**config.mk**
```make
export PLATFORM = sky130hd
export DESIGN_NAME = uart_rx_fifo
export DESIGN_NICKNAME = d
export VERILOG_FILES = /design/src/rtl/uart_rx_fifo.sv
export SDC_FILE = /design/constraint.sdc
export NUM_CORES = 1
export LEC_CHECK = 0
export BUFFER_PORTS_ARGS = -buffer_cell sky130_fd_sc_hd__buf_2
export CAP_MARGIN = 20
export CORE_MARGIN = 2
export CORE_UTILIZATION = 65
export CTS_CLUSTER_SIZE = 30
export DETAILED_ROUTE_END_ITERATION = 10
export GPL_TIMING_DRIVEN = 0
export PLACE_DENSITY = 0.83
export SLEW_MARGIN = 20
export SYNTH_ARGS = -nofsm -noshare
export SYNTH_HDL_FRONTEND = slang
export SYNTH_SLANG_ARGS = --single-unit
```
**constraint.sdc**
```tcl
create_clock -name clk -period 7.3 [get_ports clk]
set_clock_uncertainty 0.15 [all_clocks]
set_input_delay 0.73 -clock clk [delete_from_list [all_inputs] [get_ports clk]]
set_output_delay 0.73 -clock clk [all_outputs]
set_load 0.05 [all_outputs]
```
**src/rtl/uart_rx_fifo.sv**
```systemverilog
// UART receiver with configurable framing and glitch-rejecting start detection,
// feeding a first-word-fall-through receive FIFO with a valid/ready read port.
module uart_rx_fifo #(
  parameter int unsigned CLKS_PER_BIT = 8,
  parameter int unsigned DATA_BITS    = 8,
  parameter int unsigned PARITY       = 0,
  parameter int unsigned STOP_BITS    = 1,
  parameter int unsigned FIFO_DEPTH   = 8
) (
  input  logic                        clk,
  input  logic                        rst,
  input  logic                        uart_rx,
  output logic [DATA_BITS-1:0]        rd_data,
  output logic                        rd_valid,
  input  logic                        rd_ready,
  output logic [$clog2(FIFO_DEPTH):0] rd_count,
  output logic                        frame_err,
  output logic                        parity_err,
  output logic                        overrun
);
  localparam int unsigned HALF = CLKS_PER_BIT / 2;
  localparam int unsigned CW   = $clog2(CLKS_PER_BIT);
  localparam int unsigned BW   = $clog2(DATA_BITS + 1);
  localparam int unsigned AW   = $clog2(FIFO_DEPTH);
  localparam int unsigned NW   = AW + 1;

  typedef enum logic [2:0] {
    S_WAIT_HIGH, S_IDLE, S_START, S_DATA, S_PARITY, S_STOP, S_STOP2
  } state_t;

  state_t               state, state_d;
  logic                 sync1, rxs;
  logic [CW-1:0]        cnt, cnt_d;
  logic [BW-1:0]        bit_cnt, bit_cnt_d;
  logic [DATA_BITS-1:0] shreg, shreg_d;
  logic                 par_ok, par_ok_d;
  logic                 push_c, frame_c, perr_c;

  logic [DATA_BITS-1:0] mem [FIFO_DEPTH];
  logic [AW-1:0]        wr_ptr, rd_ptr;
  logic [NW-1:0]        count;
  logic                 full_c, pop_c, wr_c;

  // Next-state logic; cnt free-runs and is cleared on every sample point.
  always_comb begin
    state_d   = state;
    cnt_d     = cnt + CW'(1);
    bit_cnt_d = bit_cnt;
    shreg_d   = shreg;
    par_ok_d  = par_ok;
    push_c    = 1'b0;
    frame_c   = 1'b0;
    perr_c    = 1'b0;
    case (state)
      S_WAIT_HIGH: begin
        cnt_d = '0;
        if (rxs) state_d = S_IDLE;
      end
      S_IDLE: begin
        cnt_d     = '0;
        bit_cnt_d = '0;
        if (!rxs) state_d = S_START;
      end
      S_START: begin
        if (cnt == CW'(HALF - 1)) begin
          cnt_d   = '0;
          state_d = rxs ? S_IDLE : S_DATA;
        end
      end
      S_DATA: begin
        if (cnt == CW'(CLKS_PER_BIT - 1)) begin
          cnt_d     = '0;
          shreg_d   = {rxs, shreg[DATA_BITS-1:1]};
          bit_cnt_d = bit_cnt + BW'(1);
          if (bit_cnt == BW'(DATA_BITS - 1)) state_d = (PARITY != 0) ? S_PARITY : S_STOP;
        end
      end
      S_PARITY: begin
        if (cnt == CW'(CLKS_PER_BIT - 1)) begin
          cnt_d    = '0;
          par_ok_d = (((^shreg) ^ rxs) == (PARITY == 2));
          state_d  = S_STOP;
        end
      end
      S_STOP, S_STOP2: begin
        if (cnt == CW'(CLKS_PER_BIT - 1)) begin
          cnt_d = '0;
          if (!rxs) begin
            frame_c = 1'b1;
            state_d = S_WAIT_HIGH;
          end else if (state == S_STOP && STOP_BITS == 2) begin
            state_d = S_STOP2;
          end else begin
            state_d = S_IDLE;
            if (PARITY != 0 && !par_ok) perr_c = 1'b1;
            else push_c = 1'b1;
          end
        end
      end
      default: state_d = S_WAIT_HIGH;
    endcase
  end

  always_ff @(posedge clk) begin
    if (rst) begin
      sync1      <= 1'b1;
      rxs        <= 1'b1;
      state      <= S_WAIT_HIGH;
      cnt        <= '0;
      bit_cnt    <= '0;
      shreg      <= '0;
      par_ok     <= 1'b1;
      frame_err  <= 1'b0;
      parity_err <= 1'b0;
    end else begin
      sync1      <= uart_rx;
      rxs        <= sync1;
      state      <= state_d;
      cnt        <= cnt_d;
      bit_cnt    <= bit_cnt_d;
      shreg      <= shreg_d;
      par_ok     <= par_ok_d;
      frame_err  <= frame_c;
      parity_err <= perr_c;
    end
  end

  // A pop on the same edge frees the slot, so a push while full is then accepted.
  assign full_c = (count == NW'(FIFO_DEPTH));
  assign pop_c  = rd_valid && rd_ready;
  assign wr_c   = push_c && (!full_c || pop_c);

  always_ff @(posedge clk) begin
    if (rst) begin
      mem     <= '{default: '0};
      wr_ptr  <= '0;
      rd_ptr  <= '0;
      count   <= '0;
      overrun <= 1'b0;
    end else begin
      if (wr_c) begin
        mem[wr_ptr] <= shreg;
        wr_ptr      <= wr_ptr + AW'(1);
      end
      if (pop_c) rd_ptr <= rd_ptr + AW'(1);
      count   <= count + NW'(wr_c) - NW'(pop_c);
      overrun <= push_c && full_c && !pop_c;
    end
  end

  assign rd_valid = (count != '0);
  assign rd_count = count;
  assign rd_data  = mem[rd_ptr];

endmodule

```
# After elaboration in Yosys (flattened, before gate mapping)
# Cells that the tools add are included.
# Widths: inputs -> output; s select.
# op_classes
n_bitwise,4
eq_ne,17
mux,25
magnitude_cmp,3
reduce_logical,18
addsub,6
# ops
operator,count
$bwmux 64,1
$mux 3,9
$bmux 8 s3,1
$demux 8 s3,1
$mux 8,3
$pmux 3 s6,1
$ne 2x2->1 const B,7
$eq 3x3->1 const B,4
$add 3x1->3 const B,3
$eq 3x2->1 const B,3
$pmux 3 s3,1
$ge 4x4->1 const B,2
$not 3->4,2
$pmux 4 s2,1
$reduce_and 7->1,1
$logic_and 1x1->1,5
$mux 1,5
$add 4x1->4,1
$add 4x1->4 const B,1
$eq 4x3->1 const B,1
$eq 4x4->1 const B,1
$lt 4x1->1 const B,1
$mux 4,1
$reduce_and 2->1,2
other kinds (12),15
# totals
in_bits,4
out_inout_bits,16
reg_bits,96

# Depth between registers and ports, before layout
# Gate-level depths: netlist of the first run.
# logic_depth
word_depth,6
mapped_depth,14
ltp_nobuf,12

# Worst setup path after synthesis of the first run
# No wires, ideal clock.
# synth_path
kind,register -> register
start,register count[2] (netlist: rd_count[2])
end,register count[2] (netlist: rd_count[2])
period_less_slack_ns,3.166
arrival_time_ns,2.888
stages_incl_launch_ff,15
path_slack_ns,4.134
cell_sequence,dfxtp_1 -> inv_1 -> ha_1 -> nand2b_1 -> nand3_1 -> buf_2 -> buf_2 -> nand2_1 -> ha_1 -> inv_1 -> ha_1 -> inv_1 -> fa_1 -> xor2_1 -> nor2_1
# synth_between
elab_chain_cells,6
word_cells_on_any_way,8
cone_classes,2 x add/sub; 1 x eq/ne; 5 x reduce/logical
# synth_rtl
element,line,rtl
start: declaration,41,logic [NW-1:0] count;
start signal: assignment,146,count <= count + NW'(wr_c) - NW'(pop_c);
$eq 4x4->1 or $reduce_bool 4->1 (tied branches),"129, 151",
$logic_not 1->1 or $logic_and 1x1->1 (tied branches),"131, 130",
$logic_or 1x1->1,131,assign wr_c = push_c && (!full_c || pop_c);
$logic_and 1x1->1,131,
$add 4x1->4,146,
$sub 4x1->4 (*),146,
# Mark *: on every way between the ends. The rest lies on a longest branch, timed or not.
# A chain may end at the register's enable or synchronous reset.

# Worst setup path after layout of the first run
# layout_path
start,register rd_ptr[1]
end,output rd_data[6]
# layout_between
elab_chain_cells,4
# layout_rtl
element,line,rtl
start: declaration,40,"logic [AW-1:0] wr_ptr, rd_ptr;"
start signal: assignment,145,if (pop_c) rd_ptr <= rd_ptr + AW'(1);
$not 3->4 (not written as such),153,assign rd_data = mem[rd_ptr];
$bmux 8 s3,153,
$mux 8 (not written as such) (2 in series),153,
end: declaration,13,"output logic [DATA_BITS-1:0] rd_data,"
# Every way passes these cells. The select of a mux whose other input is x is not followed.

==> results of run 1 <==
==> cell usage in the layout (no fill, tap or decap), drive strengths merged, types with 2 or more instances in the layout <==
cell      netlist  layout
dfxtp          96      96
nand2          66      66
buf            29      47
a21oi          46      46
nand4          37      37
o41ai          33      33
clkbuf         24      33
mux2i          32      32
mux4           16      16
nor2           15      15
ha             13      13
inv            10      12
mux2            9       9
nor2b           9       9
nor3            8       8
nand3           6       6
xor2            6       6
nand2b          4       4
nand4b          3       3
or2             3       3
o21ai           3       3
a22oi           2       2
nor3b           2       2
nand3b          2       2
clkinv          0       2
clkinvlp        0       2
==> worst register-to-register path: cells and delay by family, from the launching register on <==
family,cells,cell delay [ns]
buf+inv,5,0.77
fa+ha+maj,4,1.04
xor+xnor,1,0.18
flops,1,0.35
simple gates,4,0.58
==> registers in the layout, summed over array words and instances (netlist names) <==
register   flops
state          3
bit_cnt        4
shreg          8
cnt            3
rxs            1
rd_ptr         3
overrun        1
sync1          1
mem           64
rd_count       4
wr_ptr         3
frame_err      1
==> cell families after synthesis <==
family          after synthesis
flops                        96
other cells                   1
xor+xnor                      7
mux                          57
buf+inv                      63
simple gates                165
compound gates               91
fa+ha+maj                    14
==> path summary, 6_finish.rpt <==
| path | endpoint | slack, ns | from | cells past startpoint |
|---|---|---|---|---|
| max | rd_data[6] | 3.80 | rd_ptr[1] | 5 |
| min | rxs | 0.28 | sync1 | 1 |
| max reg2reg | rd_count[2] | 4.11 | rd_count[2] | 14 |
| min reg2reg | rxs | 0.28 | sync1 | 1 |
==> power groups by stage <==
stage / clock network (mW) / registers (mW) / logic [mW]
floorplan: 0 / 0.601 / 0.270
global placement: 0 / 0.571 / 0.368
detailed placement: 0 / 0.572 / 0.381
CTS: 0.359 / 0.560 / 0.384
global route: 0.382 / 0.563 / 0.419
finish: 0.361 / 0.560 / 0.389
==> through the flow <==
| stage | setup WS (ns) | power, mW |
|---|---|---|
| finish | 3.80 | 1.31 |
| global route | 3.75 | 1.36 |
| CTS | 3.81 | 1.30 |
| detailed placement | 4.02 | 0.953 |
| global placement | 4.12 | 0.939 |
| floorplan | 4.13 | 0.871 |
==> Yosys cell counts (4+ instances only) <==
cell	instances	area (um2)
mux4_2	16	360
nand3_1	6	30.0
nand2_1	66	248
ha_1	13	163
clkbuf_1	24	90.1
dfxtp_1	96	1920
nor2_1	15	56.3
a21oi_1	46	230
nand4_4	4	85.1
buf_2	19	95.1
xor2_1	5	43.8
mux2_2	9	101
buf_1	7	26.3
nand2b_1	4	25.0
mux2i_1	32	320
o41ai_1	32	280
inv_1	10	37.5
nor2b_1	9	56.3
nor3_1	7	35.0
nand4_1	33	206
==> routing by layer <==
| layer | vias up | global-route usage, % | wire length (um) |
|---|---|---|---|
| li1 | 1883 | - | - |
| met1 | 1992 | 41.4 | 5040 |
| met2 | 204 | 54.4 | 5980 |
| met3 | 29 | 4.02 | 944 |
| met4 | 0 | 13.0 | 289 |
| met5 | - | 0 | 0 |
==> cell type report <==
class                   instances  area, um2
multi-input cells             335       2570
fillers                       531       1990
flip-flops and latches         96       1920
plain buffers                  53        234
clock buffers                   9        124
well taps                      99        124
repair buffers                 18       90.1
clock inverters                 7       80.1
inverters                      10       37.5
==> run_results.csv, run 1 <==
group,metric,value,unit
outcome,status,"finished clean",
worst_setup_path,critical_path_buf_inv_count,3,
clock_tree,numCtsBuffers,9,
timing,max_clock_freq,0.285,GHz
final_layout,stdcell_count,627,
yosys,synth-adder-area-share,3.83,%
pwr,seqPwrFrac,42.8,%
worst_setup_path,crit_family,"buffers and inverters",
clock_tree,cts.clk_slew.worst_paths,0.10,ns
worst_setup_path,path_max_fanout,10,
yosys,synth_edf_count,0,
pwr,ir_drop,0.000137,V
timing,slew_violations,0,
yosys,avgSynthCellArea,9.64,um2
die,start_util,66.4,%
clock_tree,htreeDepth,3,
route,drtIter0Drc,494,
timing,setup-tns-final,0,ns
worst_setup_path,end_kind,"output port",
route,drt_pre_antenna_iters,5,
yosys,yosys.area_share.simple,19.3,%
route,drc,0,
timing,post-route-min-period,3.50,ns
pwr,intPower,0.838,mW
grt,grt_pass1_vias,3908,
yosys,synth.mux.area_fraction,16.4,%
yosys,ys.flop_type,"dfxtp_1",
timing,worstMarginPinSlew,0.695,ns
die,fp.dieW,89.6,um
worst_setup_path,cp_slowest_cell,"clkbuf_1",
timing,rsz0062_at_grt,"no",
route,ant_nets,0,
yosys,ys_seq_area_share,40.3,%
die,die_area,8030,um2
yosys,syn-instance-count,494,
final_layout,syn_to_final_growth,8.77,%
pwr,p_clk_share,27.6,%
yosys,synth_warnings,0,
die,num_rows,31,
final_layout,n_antenna_cell,0,
timing,period_share,48.0,%
clock_tree,clock-sinks,96,
die,core,7180,um2
clock_tree,cts-root-buf,"clkbuf_8",
die,die_h,89.6,um
timing,hold_viol_final,0,
worst_setup_path,crit_type,"register to output port",
place,port_buffers,18,
flow_run,drv_cap,0,
grt,grt_pass1_wl,19.3,mm
yosys,synth_cell_type_count,50,
place,gp_congestion,0.940,
place,post-dp-hpwl,8.70,mm
yosys,synthXorXnorAreaFrac,1.44,%
pwr,p_leak,1.93,nW
pwr,switchingPower,0.473,mW
worst_setup_path,arrival,2.62,ns
clock_tree,clk_latency,0.37,ns
pwr,p_comb_share,29.7,%
yosys,syn_nets,512,
clock_tree,hold_buffers,0,
pwr,p_per_area,253,nW/um2
die,io_pins,20,
worst_setup_path,crit_path_start_kind,"register",
place,place_inst,611,
clock_tree,clk_path_buf_depth,2,
yosys,synth_top_family_by_area,"simple AND/OR/NAND/NOR gates",
final_layout,drive_above_1_share,17.6,%
final_layout,finalInstanceArea,5180,um2
route,vias_per_cell,6.55,
grt,grt_max_degree,18,
yosys,synthArstFlopShare,0,%
yosys,synth_compound_area_share,12.9,%
hold_path,hp-class,"register to register",
timing,slew_headroom,53.6,%
timing,setup_violations,0,
place,dpl-instance-area,4980,um2
route,wl,12.3,mm
worst_setup_path,crit_chain,"clkbuf_1 > clkbuf_1 > mux4_2 > mux2_2 > buf_2",
grt,grt.overflow.total,0,
route,wire_per_inst,19.5,um
route,vias,4108,
yosys,synth.ff_latch_count,96,
clock_tree,cts_resized,0,
worst_setup_path,crit_top_cell,"clkbuf_1",
worst_setup_path,required,6.42,ns
worst_setup_path,slowest_delay,0.59,ns
grt,grt.total_usage,32.0,%
pwr,switching_share,36.1,%
clock_tree,postCtsSetupRepairBufs,0,
final_layout,fin_nets,541,
grt,grt_antenna_before_repair,0,
final_layout,utilization,72.2,%
timing,hold_ws,0.277,ns
clock_tree,cts_tree,"built",
yosys,netlist_area,4760,um2
Power figures use the tool's default switching activity.
==> inputs of run 2 (changes only) <==
--- a/config.mk
+++ b/config.mk
@@ -8,11 +8,11 @@
 export BUFFER_PORTS_ARGS = -buffer_cell sky130_fd_sc_hd__buf_2
 export CAP_MARGIN = 20
 export CORE_MARGIN = 2
-export CORE_UTILIZATION = 65
+export CORE_UTILIZATION = 61
 export CTS_CLUSTER_SIZE = 30
 export DETAILED_ROUTE_END_ITERATION = 10
 export GPL_TIMING_DRIVEN = 0
-export PLACE_DENSITY = 0.83
+export PLACE_DENSITY = 0.79
 export SLEW_MARGIN = 20
 export SYNTH_ARGS = -nofsm -noshare
 export SYNTH_HDL_FRONTEND = slang
==> constraint.sdc (replaced) <==
create_clock -name clk -period 3.6 [get_ports clk]
set_clock_uncertainty 0.15 [all_clocks]
set_input_delay 0.36 -clock clk [delete_from_list [all_inputs] [get_ports clk]]
set_output_delay 0.36 -clock clk [all_outputs]
set_load 0.05 [all_outputs]
==> run 2 against run 1 <==
Die area increased by 6.3%. Register-to-register slack got worse by 3.6 ns. Sequential power increased by 100%. Via count decreased by 1.4%. Worst setup slack got worse by 3.3 ns. Combinational power increased by 100%. Final cell count increased by 0.48%. Non-clock buffer count unchanged. Design area increased by 0.92%. Clock-buffer cell count unchanged. Core utilization decreased by 3.8 points. Critical path type unchanged. Critical endpoint unchanged.
==> run_results.csv, run 2 (synthesis results as in run 1) <==
group,metric,value,unit
final_layout,layout_commonest_cell,"dfxtp_1",
worst_setup_path,cp-startpoint,"rd_ptr[1]",
clock_tree,hold_buffers,0,
worst_setup_path,path_max_fanout,10,
grt,grt.total_usage,29.5,%
grt,grt.overflow.total,0,
timing,hold_viol_final,0,
clock_tree,cts_resized,0,
final_layout,fin_nets,541,
worst_setup_path,reg2reg_depth,14,
clock_tree,clock-sinks,96,
clock_tree,cts.clk_slew.worst_paths,0.09,ns
timing,worst_slack,0.457,ns
grt,grt_max_degree,18,
route,drt_pre_antenna_iters,5,
final_layout,seqCellArea,1920,um2
timing,period_share,87.3,%
die,io_pins,20,
flow_run,drv_cap,0,
timing,max_clock_freq,0.318,GHz
grt,grt_pass1_wl,19.5,mm
hold_path,hp-class,"input pin to register",
clock_tree,cts-root-buf,"clkbuf_8",
final_layout,fillers,618,
timing,setup_violations,0,
worst_setup_path,crit_family,"buffers and inverters",
route,ant_nets,0,
clock_tree,cts_tree,"built",
final_layout,largest_reg_flops,64,
worst_setup_path,rr_endpoint,"rd_count[2]",
die,start_util,62.3,%
timing,slew_violations,0,
worst_setup_path,crit_path_end,"rd_data[6]",
worst_setup_path,slowest_delay,0.61,ns
final_layout,regMostFlops,"mem",
place,gp_congestion,0.946,
worst_setup_path,end_kind,"output port",
worst_setup_path,crit_path_start_kind,"register",
route,drtIter0Drc,367,
worst_setup_path,critical_path_buf_inv_count,3,
route,wl,12.1,mm
final_layout,multi_input_area,2570,um2
timing,worstMarginPinSlew,0.727,ns
place,post-dp-hpwl,8.60,mm
clock_tree,numCtsBuffers,9,
hold_path,hold_start,"uart_rx",
outcome,status,"finished clean",
final_layout,final_cell_mix,"dfxtp_1, nand2_1, a21oi_1",
route,drc,0,
route,vias_per_cell,6.43,
die,core,7650,um2
clock_tree,clk_latency,0.37,ns
timing,rsz0062_at_grt,"no",
route,wire_per_inst,19.3,um
clock_tree,postCtsSetupRepairBufs,0,
die,fp.dieW,92.4,um
die,die_h,92.4,um
final_layout,n_antenna_cell,0,
final_layout,top_regs,"mem x64, shreg x8",
place,port_buffers,18,
pwr,p_per_area,532,nW/um2
clock_tree,htreeDepth,3,
worst_setup_path,arrival,2.63,ns
final_layout,drive_above_1_share,17.6,%
worst_setup_path,required,3.09,ns
die,num_rows,32,
worst_setup_path,cp_slowest_cell,"clkbuf_1",
die,die_area,8530,um2
route,vias,4049,
worst_setup_path,crit_chain,"clkbuf_1 > clkbuf_1 > mux4_2 > mux2_2 > buf_2",
grt,grt_antenna_before_repair,0,
worst_setup_path,r2r_start,"rd_count[2]",
grt,grt_pass1_vias,3951,
worst_setup_path,crit_type,"register to output port",
timing,post-route-min-period,3.14,ns
pwr,p_leak,1.96,nW
timing,setup-tns-final,0,ns
place,dp_slack,0.564,ns
worst_setup_path,cp.depth,5,
pwr,ir_drop,0.000253,V
worst_setup_path,rrSetupSlack,0.54,ns
timing,slew_headroom,51.6,%
final_layout,syn_to_final_growth,9.77,%
worst_setup_path,crit_top_cell,"clkbuf_1",
clock_tree,clk_path_buf_depth,2,
run 2: where the power goes:
group / internal, mW / switching, mW
Combinational: 0.265 / 0.514
Clock: 0.469 / 0.400
Sequential: 1.10 / 0.0324
run 2: routing by layer:
| metal | vias to the layer above | routed length [um] | GRT usage, % |
|---|---|---|---|
| met2 | 161 | 5930 | 50.4 |
| met4 | 0 | 339 | 12.1 |
| met1 | 1981 | 5090 | 37.9 |
| li1 | 1883 | - | - |
| met5 | - | 0 | 0 |
| met3 | 24 | 778 | 3.82 |
run 2: through the flow:
stage | power [mW] | instances | utilization (%) | hold WS (ns) | cell area, um2
finish | 2.78 | 630 | 68.4 | 0.0262 | 5230
CTS | 2.79 | 630 | 68.4 | 0.0153 | 5230
global route | 2.91 | 630 | 68.4 | 0.0279 | 5230
global placement | 1.91 | 614 | 65.2 | 0.249 | 4980
floorplan | 1.77 | 494 | - | 0.239 | 4760
detailed placement | 1.94 | 614 | 65.2 | 0.250 | 4980
run 2: worst min-delay path by stage:
stage	slack (ns)	end	cells past startpoint
4_1_cts	0.02	sync1	2
5_1_grt	0.03	sync1	2
3_5_place_dp	0.25	rxs	1
2_1_floorplan	0.24	rxs	1
6_report	0.03	sync1	2
3_3_place_gp	0.25	rxs	1
run 2: final cells by class:
class | instances | area share, %
Buffer | 53 | 4.47
Clock buffer | 9 | 2.37
Clock inverter | 7 | 2.37
Inverter | 10 | 0.718
Multi-Input combinational cell | 335 | 49.2
Sequential cell | 96 | 36.7
Tap cell | 102 | 2.44
Timing Repair Buffer | 18 | 1.72
run 2: worst register-to-register path: cells and delay by family (launching register included):
family | cells | cell delay (ns)
xor+xnor | 1 | 0.14
simple gates | 4 | 0.56
flops | 1 | 0.33
fa+ha+maj | 4 | 1.01
buf+inv | 5 | 0.73
==> inputs of run 3 (changes only) <==
--- a/config.mk
+++ b/config.mk
@@ -7,6 +7,7 @@
 export LEC_CHECK = 0
 export BUFFER_PORTS_ARGS = -buffer_cell sky130_fd_sc_hd__buf_2
 export CAP_MARGIN = 20
+export CORE_ASPECT_RATIO = 0.8
 export CORE_MARGIN = 2
 export CORE_UTILIZATION = 61
 export CTS_CLUSTER_SIZE = 30
==> run 3 against run 2 <==
First-iteration DRC count is 30% higher. Sequential power hardly changed. Worst setup slack worse by 0.043 ns. Highest routed layer unchanged. Via count is 1.3% higher. Clock power is 22% lower. Sequential share of layout area is 0.38 points higher. Clock-buffer cell count is 1 higher.
==> run_results.csv, run 3 (synthesis results as in run 1) <==
group,metric,value,unit
outcome,status,"finished clean",
timing,hold_viol_final,0,
grt,grt_max_degree,18,
clock_tree,clk_latency,0.36,ns
pwr,p_leak,1.93,nW
worst_setup_path,end_kind,"output port",
die,die_area,8540,um2
timing,slew_headroom,52.0,%
die,io_pins,20,
timing,rsz0062_at_grt,"no",
clock_tree,cts_resized,0,
worst_setup_path,critical_path_buf_inv_count,3,
grt,grt_pass1_vias,3930,
route,drc,0,
route,drt_pre_antenna_iters,5,
worst_setup_path,crit_family,"buffers and inverters",
timing,worstMarginPinSlew,0.720,ns
worst_setup_path,crit_chain,"clkbuf_1 > clkbuf_1 > mux4_2 > mux2_2 > buf_2",
timing,period_share,88.5,%
place,post-dp-hpwl,8.78,mm
clock_tree,cts.clk_slew.worst_paths,0.09,ns
timing,setup-tns-final,0,ns
grt,grt.total_usage,30.7,%
final_layout,drive_above_1_share,17.6,%
worst_setup_path,cp_slowest_cell,"clkbuf_1",
route,ant_nets,0,
final_layout,syn_to_final_growth,8.64,%
grt,grt.overflow.total,0,
final_layout,top_regs,"mem x64, shreg x8",
place,dpl-instance-area,4990,um2
place,port_buffers,18,
pwr,p_per_area,501,nW/um2
grt,grt_pass1_wl,20.2,mm
final_layout,utilization,69.0,%
worst_setup_path,crit_top_cell,"clkbuf_1",
route,drtIter0Drc,477,
clock_tree,postCtsSetupRepairBufs,0,
die,fp.dieW,103,um
worst_setup_path,crit_type,"register to output port",
clock_tree,clk_path_buf_depth,2,
clock_tree,hold_buffers,0,
die,num_rows,28,
clock_tree,numCtsBuffers,9,
worst_setup_path,rr_endpoint,"rd_count[2]",
final_layout,final_cell_mix,"dfxtp_1, nand2_1, a21oi_1",
hold_path,hp-class,"input pin to register",
timing,setup_violations,0,
route,vias_per_cell,6.48,
clock_tree,cts-root-buf,"clkbuf_8",
worst_setup_path,rrSetupSlack,0.46,ns
flow_run,drv_cap,0,
final_layout,fillers,615,
route,wire_per_inst,19.6,um
final_layout,n_antenna_cell,0,
final_layout,fin_nets,541,
worst_setup_path,required,3.09,ns
route,vias,4102,
final_layout,layout_commonest_cell,"dfxtp_1",
worst_setup_path,path_max_fanout,10,
hold_path,hold_path_depth,2,
clock_tree,cts_tree,"built",
clock_tree,htreeDepth,3,
die,die_h,83.1,um
worst_setup_path,cp.depth,5,
worst_setup_path,crit_path_start_kind,"register",
timing,slew_violations,0,
clock_tree,clock-sinks,96,
place,gp_congestion,0.930,
die,start_util,63.6,%
final_layout,largest_reg_flops,64,
worst_setup_path,cp-startpoint,"rd_ptr[1]",
worst_setup_path,r2r_start,"rd_count[2]",
timing,post-route-min-period,3.19,ns
pwr,ir_drop,0.000363,V
timing,max_clock_freq,0.314,GHz
worst_setup_path,arrival,2.68,ns
grt,grt_antenna_before_repair,0,
worst_setup_path,slowest_delay,0.55,ns
route,wl,12.4,mm
die,core,7500,um2
final_layout,regMostFlops,"mem",
worst_setup_path,crit_path_end,"rd_data[5]",
worst_setup_path,reg2reg_depth,14,
final_layout,finalInstanceArea,5180,um2
run 3: cell count changes in the layout (fill, tap and decap cells not counted), sizes merged:
cell | previous run | this run
bufinv | 3 | 0
clkbuf | 33 | 34
clkinv | 0 | 2
clkinvlp | 1 | 2
inv | 13 | 12
run 3: worst min path at each step:
| stage | startpoint | to |
|---|---|---|
| after floorplan | sync1 | rxs |
| after global placement | sync1 | rxs |
| after detailed placement | sync1 | rxs |
| after CTS | uart_rx | sync1 |
| after global routing | uart_rx | sync1 |
| final | uart_rx | sync1 |
run 3: layout make-up:
class	count	area (um2)	share of cell area [%]
inverters	10	37.5	0.725
repair buffers	18	90.1	1.74
clock inverters	6	52.6	1.02
plain buffers	53	234	4.52
well taps	105	131	2.54
flip-flops and latches	96	1920	37.1
multi-input cells	335	2570	49.7
clock buffers	10	138	2.66
run 3: routing by layer:
metal	track usage [%]	part of all wire (%)	vias up
met2	43.9	43	238
met3	9.51	11	31
li1	-	-	1885
met4	10.6	2.7	0
met1	44.1	44	1948
met5	0	0	-
run 3: where the power goes:
part           switching [mW]  internal (mW)
Combinational           0.514          0.264
Sequential             0.0307           1.10
Clock                   0.401          0.280
run 3: per-stage QoR:
stage	instances	hold WS, ns	power [mW]	setup slack, ns
after floorplan	494	0.239	1.77	0.434
after global placement	617	0.242	1.90	0.595
after detailed placement	617	0.248	1.93	0.505
after CTS	633	0.0175	2.59	0.448
after global routing	633	0.0195	2.73	0.259
final	633	0.0248	2.59	0.414
